<file path="config.mk">
export PLATFORM = sky130hd
export DESIGN_NAME = alu_cmd_driver
export DESIGN_NICKNAME = d
export VERILOG_FILES = /design/src/rtl/alu_pkg.sv /design/src/rtl/alu_cmd_fifo.sv /design/src/rtl/alu_cmd_driver.sv
export SDC_FILE = /design/constraint.sdc
export NUM_CORES = 1
export LEC_CHECK = 0
export CAP_MARGIN = 30
export CORE_MARGIN = 5
export CORE_UTILIZATION = 51
export CTS_BUF_LIST = sky130_fd_sc_hd__clkbuf_8
export CTS_CLUSTER_DIAMETER = 200
export DETAILED_ROUTE_END_ITERATION = 12
export GPL_TIMING_DRIVEN = 0
export PLACE_DENSITY_LB_ADDON = 0.08
export SLEW_MARGIN = 15
export SYNTH_ARGS = -nofsm -noshare
export SYNTH_HDL_FRONTEND = slang
export SYNTH_SLANG_ARGS = --single-unit
</file>
<file path="constraint.sdc">
create_clock -name i_clk -period 4.2 [get_ports i_clk]
set_input_delay 0.84 -clock i_clk [delete_from_list [all_inputs] [get_ports i_clk]]
set_output_delay 0.84 -clock i_clk [all_outputs]
set_load 0.01 [all_outputs]
</file>
<file path="src/rtl/alu_pkg.sv">
// alu_pkg: shared definitions for the 4-bit ALU command path.
//   - opcode constants OP_ADD .. OP_EQ (ALU sel encoding)
//   - flag bit positions inside the {cf, of, out, zero} vector
//   - alu_cmd_t: one queued command {a, b, sel}
//   - alu_res_t: result {c, flags}
//   - drv_state_t: driver FSM states
//   - alu_ref(): golden model of the external ALU
package alu_pkg;

  localparam int ALU_W = 4;

  localparam logic [2:0] OP_ADD = 3'b000;
  localparam logic [2:0] OP_SUB = 3'b001;
  localparam logic [2:0] OP_NOT = 3'b010;
  localparam logic [2:0] OP_AND = 3'b011;
  localparam logic [2:0] OP_OR  = 3'b100;
  localparam logic [2:0] OP_XOR = 3'b101;
  localparam logic [2:0] OP_LT  = 3'b110;
  localparam logic [2:0] OP_EQ  = 3'b111;

  // Positions within the 4-bit flag vector {cf, of, out, zero}
  localparam int FLAG_CF   = 3;
  localparam int FLAG_OF   = 2;
  localparam int FLAG_OUT  = 1;
  localparam int FLAG_ZERO = 0;

  typedef struct packed {
    logic [ALU_W-1:0] a;
    logic [ALU_W-1:0] b;
    logic [2:0]       sel;
  } alu_cmd_t;

  typedef struct packed {
    logic [ALU_W-1:0] c;
    logic [3:0]       flags;
  } alu_res_t;

  typedef enum logic [1:0] {
    ST_IDLE  = 2'd0,
    ST_ISSUE = 2'd1,
    ST_STALL = 2'd2
  } drv_state_t;

  localparam logic [ALU_W-1:0] ALU_ONE = 1;

  function automatic alu_res_t alu_ref(input alu_cmd_t cmd);
    alu_res_t         res;
    logic [ALU_W:0]   sum;
    logic [ALU_W-1:0] bn;
    res = '0;
    sum = '0;
    bn  = '0;
    case (cmd.sel)
      OP_ADD: begin
        sum                 = {1'b0, cmd.a} + {1'b0, cmd.b};
        res.c               = sum[ALU_W-1:0];
        res.flags[FLAG_CF]  = sum[ALU_W];
        res.flags[FLAG_OF]  = (cmd.a[ALU_W-1] == cmd.b[ALU_W-1]) &&
                              (res.c[ALU_W-1] != cmd.a[ALU_W-1]);
        res.flags[FLAG_ZERO] = (res.c == '0);
      end
      OP_SUB: begin
        // Two's-complement subtract; carry out is inverted to form borrow-style cf
        bn                  = ~cmd.b + ALU_ONE;
        sum                 = {1'b0, cmd.a} + {1'b0, bn};
        res.c               = sum[ALU_W-1:0];
        res.flags[FLAG_CF]  = !sum[ALU_W];
        res.flags[FLAG_OF]  = (cmd.a[ALU_W-1] == bn[ALU_W-1]) &&
                              (res.c[ALU_W-1] != cmd.a[ALU_W-1]);
        res.flags[FLAG_ZERO] = (res.c == '0);
      end
      // Logic ops report no flags at all, not even zero
      OP_NOT: res.c = ~cmd.a;
      OP_AND: res.c = cmd.a & cmd.b;
      OP_OR:  res.c = cmd.a | cmd.b;
      OP_XOR: res.c = cmd.a ^ cmd.b;
      OP_LT:  res.flags[FLAG_OUT] = ($signed(cmd.a) < $signed(cmd.b));
      OP_EQ:  res.flags[FLAG_OUT] = (cmd.a == cmd.b);
      default: res = '0;
    endcase
    return res;
  endfunction

endpackage

</file>
<file path="src/rtl/alu_cmd_fifo.sv">
// alu_cmd_fifo: synchronous show-ahead FIFO with occupancy count.
//   i_clk, i_rst_n   clock, asynchronous active-low reset (pointers/count)
//   i_push, i_data   write request and data (ignored when full unless popping)
//   i_pop            read request (ignored when empty)
//   o_head           current head entry, valid whenever !o_empty
//   o_count          number of stored entries, 0..DEPTH
//   o_full, o_empty  status derived from the registered count
// DEPTH must be a power of two so the pointers wrap naturally.
module alu_cmd_fifo #(
  parameter int WIDTH = 11,
  parameter int DEPTH = 2
) (
  input  logic                       i_clk,
  input  logic                       i_rst_n,
  input  logic                       i_push,
  input  logic [WIDTH-1:0]           i_data,
  input  logic                       i_pop,
  output logic [WIDTH-1:0]           o_head,
  output logic [$clog2(DEPTH):0]     o_count,
  output logic                       o_full,
  output logic                       o_empty
);

  localparam int AW = (DEPTH > 1) ? $clog2(DEPTH) : 1;
  localparam logic [AW:0]   CNT_ONE  = 1;
  localparam logic [AW:0]   CNT_FULL = (AW+1)'(DEPTH);
  localparam logic [AW-1:0] PTR_ONE  = 1;

  logic [WIDTH-1:0] r_mem [DEPTH];
  logic [AW-1:0]    r_wr_ptr;
  logic [AW-1:0]    r_rd_ptr;
  logic [AW:0]      r_count;
  logic             w_do_push;
  logic             w_do_pop;

  assign o_empty   = (r_count == '0);
  assign o_full    = (r_count == CNT_FULL);
  assign w_do_pop  = i_pop && !o_empty;
  // A full FIFO may still take a write in the same cycle it is popped
  assign w_do_push = i_push && (!o_full || w_do_pop);

  // Storage carries no reset so it maps onto plain RAM/LUT storage
  always_ff @(posedge i_clk) begin
    if (w_do_push) begin
      r_mem[r_wr_ptr] <= i_data;
    end
  end

  always_ff @(posedge i_clk or negedge i_rst_n) begin
    if (!i_rst_n) begin
      r_wr_ptr <= '0;
      r_rd_ptr <= '0;
      r_count  <= '0;
    end else begin
      if (w_do_push) begin
        r_wr_ptr <= r_wr_ptr + PTR_ONE;
      end
      if (w_do_pop) begin
        r_rd_ptr <= r_rd_ptr + PTR_ONE;
      end
      case ({w_do_push, w_do_pop})
        2'b10:   r_count <= r_count + CNT_ONE;
        2'b01:   r_count <= r_count - CNT_ONE;
        default: r_count <= r_count;
      endcase
    end
  end

  assign o_head  = r_mem[r_rd_ptr];
  assign o_count = r_count;

endmodule

</file>
<file path="src/rtl/alu_cmd_driver.sv">
// alu_cmd_driver: queues ALU commands, drives the external combinational ALU
// from the queue head and registers each result on a valid/ready response port.
//   i_clk, i_rst_n                      clock, asynchronous active-low reset
//   i_cmd_valid/o_cmd_ready             command handshake (ready = queue not full)
//   i_cmd_a, i_cmd_b, i_cmd_sel         command operands and opcode
//   o_alu_a, o_alu_b, o_alu_sel         to ALU, from queue head (0 when empty)
//   i_alu_c, i_alu_cf/of/out/zero       result and flags back from ALU
//   o_rsp_valid/i_rsp_ready             response handshake with full backpressure
//   o_rsp_c, o_rsp_flags, o_rsp_sel     held result, {cf,of,out,zero}, opcode
//   o_busy                              queue non-empty or response held
//   o_err                               sticky golden-model mismatch
// Optional feature macro: ALU_CMD_DRIVER_SELFCHECK_EN enables the golden-model
// comparison on every capture; without it o_err is constant 0.
module alu_cmd_driver
  import alu_pkg::*;
#(
  parameter int W     = 4,
  parameter int DEPTH = 2
) (
  input  logic         i_clk,
  input  logic         i_rst_n,
  input  logic         i_cmd_valid,
  output logic         o_cmd_ready,
  input  logic [W-1:0] i_cmd_a,
  input  logic [W-1:0] i_cmd_b,
  input  logic [2:0]   i_cmd_sel,
  output logic [W-1:0] o_alu_a,
  output logic [W-1:0] o_alu_b,
  output logic [2:0]   o_alu_sel,
  input  logic [W-1:0] i_alu_c,
  input  logic         i_alu_cf,
  input  logic         i_alu_of,
  input  logic         i_alu_out,
  input  logic         i_alu_zero,
  output logic         o_rsp_valid,
  input  logic         i_rsp_ready,
  output logic [W-1:0] o_rsp_c,
  output logic [3:0]   o_rsp_flags,
  output logic [2:0]   o_rsp_sel,
  output logic         o_busy,
  output logic         o_err
);

  alu_cmd_t                  w_push_cmd;
  alu_cmd_t                  w_head;
  logic [$clog2(DEPTH):0]    w_count;
  logic                      w_full;
  logic                      w_empty;
  logic                      w_push;
  logic                      w_issue;
  drv_state_t                w_state;

  logic                      r_rsp_valid;
  logic [W-1:0]              r_rsp_c;
  logic [3:0]                r_rsp_flags;
  logic [2:0]                r_rsp_sel;

  assign w_push_cmd = {i_cmd_a, i_cmd_b, i_cmd_sel};
  assign w_push     = i_cmd_valid && !w_full;

  alu_cmd_fifo #(
    .WIDTH ($bits(alu_cmd_t)),
    .DEPTH (DEPTH)
  ) u_fifo (
    .i_clk   (i_clk),
    .i_rst_n (i_rst_n),
    .i_push  (w_push),
    .i_data  (w_push_cmd),
    .i_pop   (w_issue),
    .o_head  (w_head),
    .o_count (w_count),
    .o_full  (w_full),
    .o_empty (w_empty)
  );

  // The state is a pure function of queue occupancy and the response
  // register, so it is decoded every cycle rather than stored; this keeps
  // issue on the cycle right after acceptance.
  always_comb begin
    w_state = ST_IDLE;
    if (w_empty) begin
      w_state = ST_IDLE;
    end else if (r_rsp_valid && !i_rsp_ready) begin
      w_state = ST_STALL;
    end else begin
      w_state = ST_ISSUE;
    end
  end

  assign w_issue = (w_state == ST_ISSUE);

  assign o_alu_a   = w_empty ? '0 : w_head.a;
  assign o_alu_b   = w_empty ? '0 : w_head.b;
  assign o_alu_sel = w_empty ? 3'b000 : w_head.sel;

  always_ff @(posedge i_clk or negedge i_rst_n) begin
    if (!i_rst_n) begin
      r_rsp_valid <= 1'b0;
      r_rsp_c     <= '0;
      r_rsp_flags <= '0;
      r_rsp_sel   <= '0;
    end else begin
      case (w_state)
        ST_ISSUE: begin
          // Capture overwrites any response being drained this same edge
          r_rsp_valid <= 1'b1;
          r_rsp_c     <= i_alu_c;
          r_rsp_flags <= {i_alu_cf, i_alu_of, i_alu_out, i_alu_zero};
          r_rsp_sel   <= w_head.sel;
        end
        ST_STALL: begin
          r_rsp_valid <= r_rsp_valid;
        end
        default: begin
          if (r_rsp_valid && i_rsp_ready) begin
            r_rsp_valid <= 1'b0;
          end
        end
      endcase
    end
  end

  assign o_cmd_ready = !w_full;
  assign o_rsp_valid = r_rsp_valid;
  assign o_rsp_c     = r_rsp_c;
  assign o_rsp_flags = r_rsp_flags;
  assign o_rsp_sel   = r_rsp_sel;
  assign o_busy      = (w_count != '0) || r_rsp_valid;

`ifdef ALU_CMD_DRIVER_SELFCHECK_EN
  alu_res_t w_ref;
  logic     w_mismatch;
  logic     r_err;

  assign w_ref      = alu_ref(w_head);
  assign w_mismatch = ({i_alu_c, i_alu_cf, i_alu_of, i_alu_out, i_alu_zero} != w_ref);

  always_ff @(posedge i_clk or negedge i_rst_n) begin
    if (!i_rst_n) begin
      r_err <= 1'b0;
    end else if (w_issue && w_mismatch) begin
      r_err <= 1'b1;
    end
  end

  assign o_err = r_err;
`else
  assign o_err = 1'b0;
`endif

endmodule

</file>
==> out/qor.yml <==
outcome:
  status: "completed"
global_routing:
  grt_max_degree: 17
  track_usage_pct: 15.5
  overflow: 0
  grt_pass1_wl_mm: 4.64
  grt_pass1_vias: 962
  antenna_found_initial: 0
critical_path:
  cp-endpoint: "o_busy"
  r2r-start: "u_fifo.o_count[0]"
  cp-startpoint: "u_fifo.o_count[1]"
  cp_num_cells: 4
  cp.arrival_ps: 1990
  crit_slowest_cell: "clkdlybuf4s50_1"
  path_cells: "nor2_4 > buf_1 > nand2_1 > clkdlybuf4s50_1"
  regToRegSetupSlack_ps: 2600
  cp_num_buf_inv: 2
  cpPeakStageDelay_ps: 530
  crit_type: "reg -> out"
  rr_worst_depth: 4
  r2r-end: "u_fifo.r_mem[0][10]"
  crit_family: "buffers and inverters"
  start_kind: "flip-flop"
  cp-end-kind: "output port"
  required_ps: 3360
  path_max_fanout: 10
finish:
  fill_cells: 195
  drive_above_1_share_pct: 13.2
  design_area_um2: 2150
  nets: 175
  syn_to_final_growth_pct: 40.8
  antennaDiodeCount: 0
  multi_input_area_um2: 410
  regArea_um2: 1060
sta:
  maxSlewViolCount: 0
  fmax_mhz: 353
  fin_crit_sh_pct: 67.5
  grt_setup_unrepaired: "no"
  worstMarginPinSlew_ps: 710
  fin_setup_tns_ps: 0
  finalWorstSetupSlack_ps: 1370
  min_period_ps: 2830
  whs_ps: 508
  setup_viol: 0
  hold_viol_final: 0
  finalClockSkew_ps: 6.07
  maxSlewHeadroom_pct: 52.5
drt:
  drt_first_pass_iters: 4
  ant_nets: 0
  vias_per_cell: 4.95
  vias: 906
  drc: 0
  routed_wl_mm: 2.93
  wl_per_cell_um: 16.0
  drtIter0Drc: 31
synthesis:
  seq_area_frac_synth_pct: 69.4
  yosysTopAreaCell: "edfxtp_1"
  syn_area_um2: 1530
  yosys.cell_types.count: 20
  yosysMostFrequentCell: "edfxtp_1"
  synth_top_cells_by_count: "edfxtp_1 (22), dfrtp_1 (16), mux2i_1 (14)"
  syn_inst: 96
  syn_avg_cell_area_um2: 15.9
  ys_ff_latch: 38
  syn-num-nets: 120
  async_reset_ff_share_pct: 42.1
  yosys_warnings: 0
  synth_top_area_share_pct: 43.2
  synthTopCellsByArea: "edfxtp_1 (43%), dfrtp_1 (26%), mux2i_1 (9.2%)"
  synth_flop_cell: "edfxtp_1"
  synth_edf_count: 22
floorplanning:
  fp-row-count: 19
  start_util_pct: 54.5
  die_area_um2: 4190
  coreArea_um2: 2810
  die_h_um: 64.8
  ioPinCount: 49
  die_w_um: 64.8
clock_tree:
  post_cts_buffers: 0
  ctsResizeCount: 0
  cts_made_buffers: 5
  cts_sinks: 38
  path_clk_slew_ps: 60
  htree_levels: 2
  hold_buffers: 0
  root_buffer: "clkbuf_8"
  cts_buffer_depth: 2
  cts_tree: "done"
  insertion_delay_ps: 280
pwr:
  p_per_area_nw_per_um2: 755
  p_total_mw: 1.62
  leakage_nw: 0.890
  ir_drop_mv: 0.607
placement:
  dp_hpwl_mm: 2.10
  io_buffer_count: 47
  gp_congestion: 0.707
  placed_area_um2: 2040
  place_ws_ps: 1630
job:
  max_cap_viol_count: 0
hold_path:
  hold_path_class: "reg -> reg"
## routing by layer
layer	global-route usage [%]	vias to the layer above	part of all wire [%]	wire (um)
li1	-	439	-	-
met1	16.1	430	39	1130
met2	27.6	29	53	1550
met3	6.39	8	6.6	194
met4	6.33	0	1.7	50
met5	0	-	0	0
## placed cells by master, fill, tap and decap left out, drive strengths merged
master,netlist,layout
clkdlybuf4s50,0,47
edfxtp,22,22
dfrtp,16,16
mux2i,14,14
nor2,14,14
mux2,8,8
inv,5,6
clkbuf,0,5
buf,4,5
xnor2,3,3
nand2,2,2
xor2,2,2
a21oi,1,1
nand2b,1,1
and3,1,1
o21ai,1,1
ha,1,1
conb,1,1
bufinv,0,1
clkinv,0,1
## kinds of logic (layout without fill, tap and decap cells)
| kind of cell | Yosys count | count (layout) | share of synthesized area (%) |
|---|---|---|---|
| AO/OA/AOI/OAI | 2 | 2 | 1.39 |
| XOR/XNOR | 5 | 5 | 2.86 |
| adder cells (fa/ha/maj) | 1 | 1 | 0.818 |
| buffers and inverters | 9 | 65 | 3.76 |
| flip-flops | 38 | 38 | 69.4 |
| multiplexers | 22 | 22 | 16.3 |
| other | 1 | 1 | 0.245 |
| AND/OR/NAND/NOR | 18 | 18 | 5.24 |
## worst min path at each step
stage	from	endpoint	slack, ps	depth (start not counted)
finish	o_rsp_c[0]	o_rsp_c[0]	510	1
CTS	o_rsp_c[0]	o_rsp_c[0]	510	1
floorplan	u_fifo.r_wr_ptr	u_fifo.r_wr_ptr	460	1
global route	o_rsp_flags[1]	o_rsp_flags[1]	530	1
detailed placement	o_rsp_flags[1]	o_rsp_flags[1]	500	1
global placement	u_fifo.r_wr_ptr	u_fifo.r_wr_ptr	480	1
## final cells by class
class,instances,share of cell area (%)
buffer,4,1.80
clock inverter,3,1.74
multi-input combinational,49,19.1
sequential,38,49.3
timing repair buffer,48,22.2
clock buffer,5,3.20
tap,31,1.80
inverter,5,0.872
## flip-flops by register name (all words and copies together), names as in the netlist
name and flops:
u_fifo.o_count 2, o_rsp_sel 3, o_rsp_c 4, o_rsp_flags 4, o_rsp_valid 1, u_fifo.r_rd_ptr 1
u_fifo.r_mem 22, u_fifo.r_wr_ptr 1
## stage by stage
stage	std cells	utilization, %
after floorplan	96	-
after global placement	174	72.7
after detailed placement	174	72.7
after CTS	182	76.4
after global routing	183	76.7
final	183	76.7
## report_power, final
group          internal (mW)  switching [mW]
registers              0.534          0.0691
logic                  0.417           0.314
clock network          0.173           0.118
total                   1.12           0.501
Note: power is estimated with default switching activity, not from simulation.
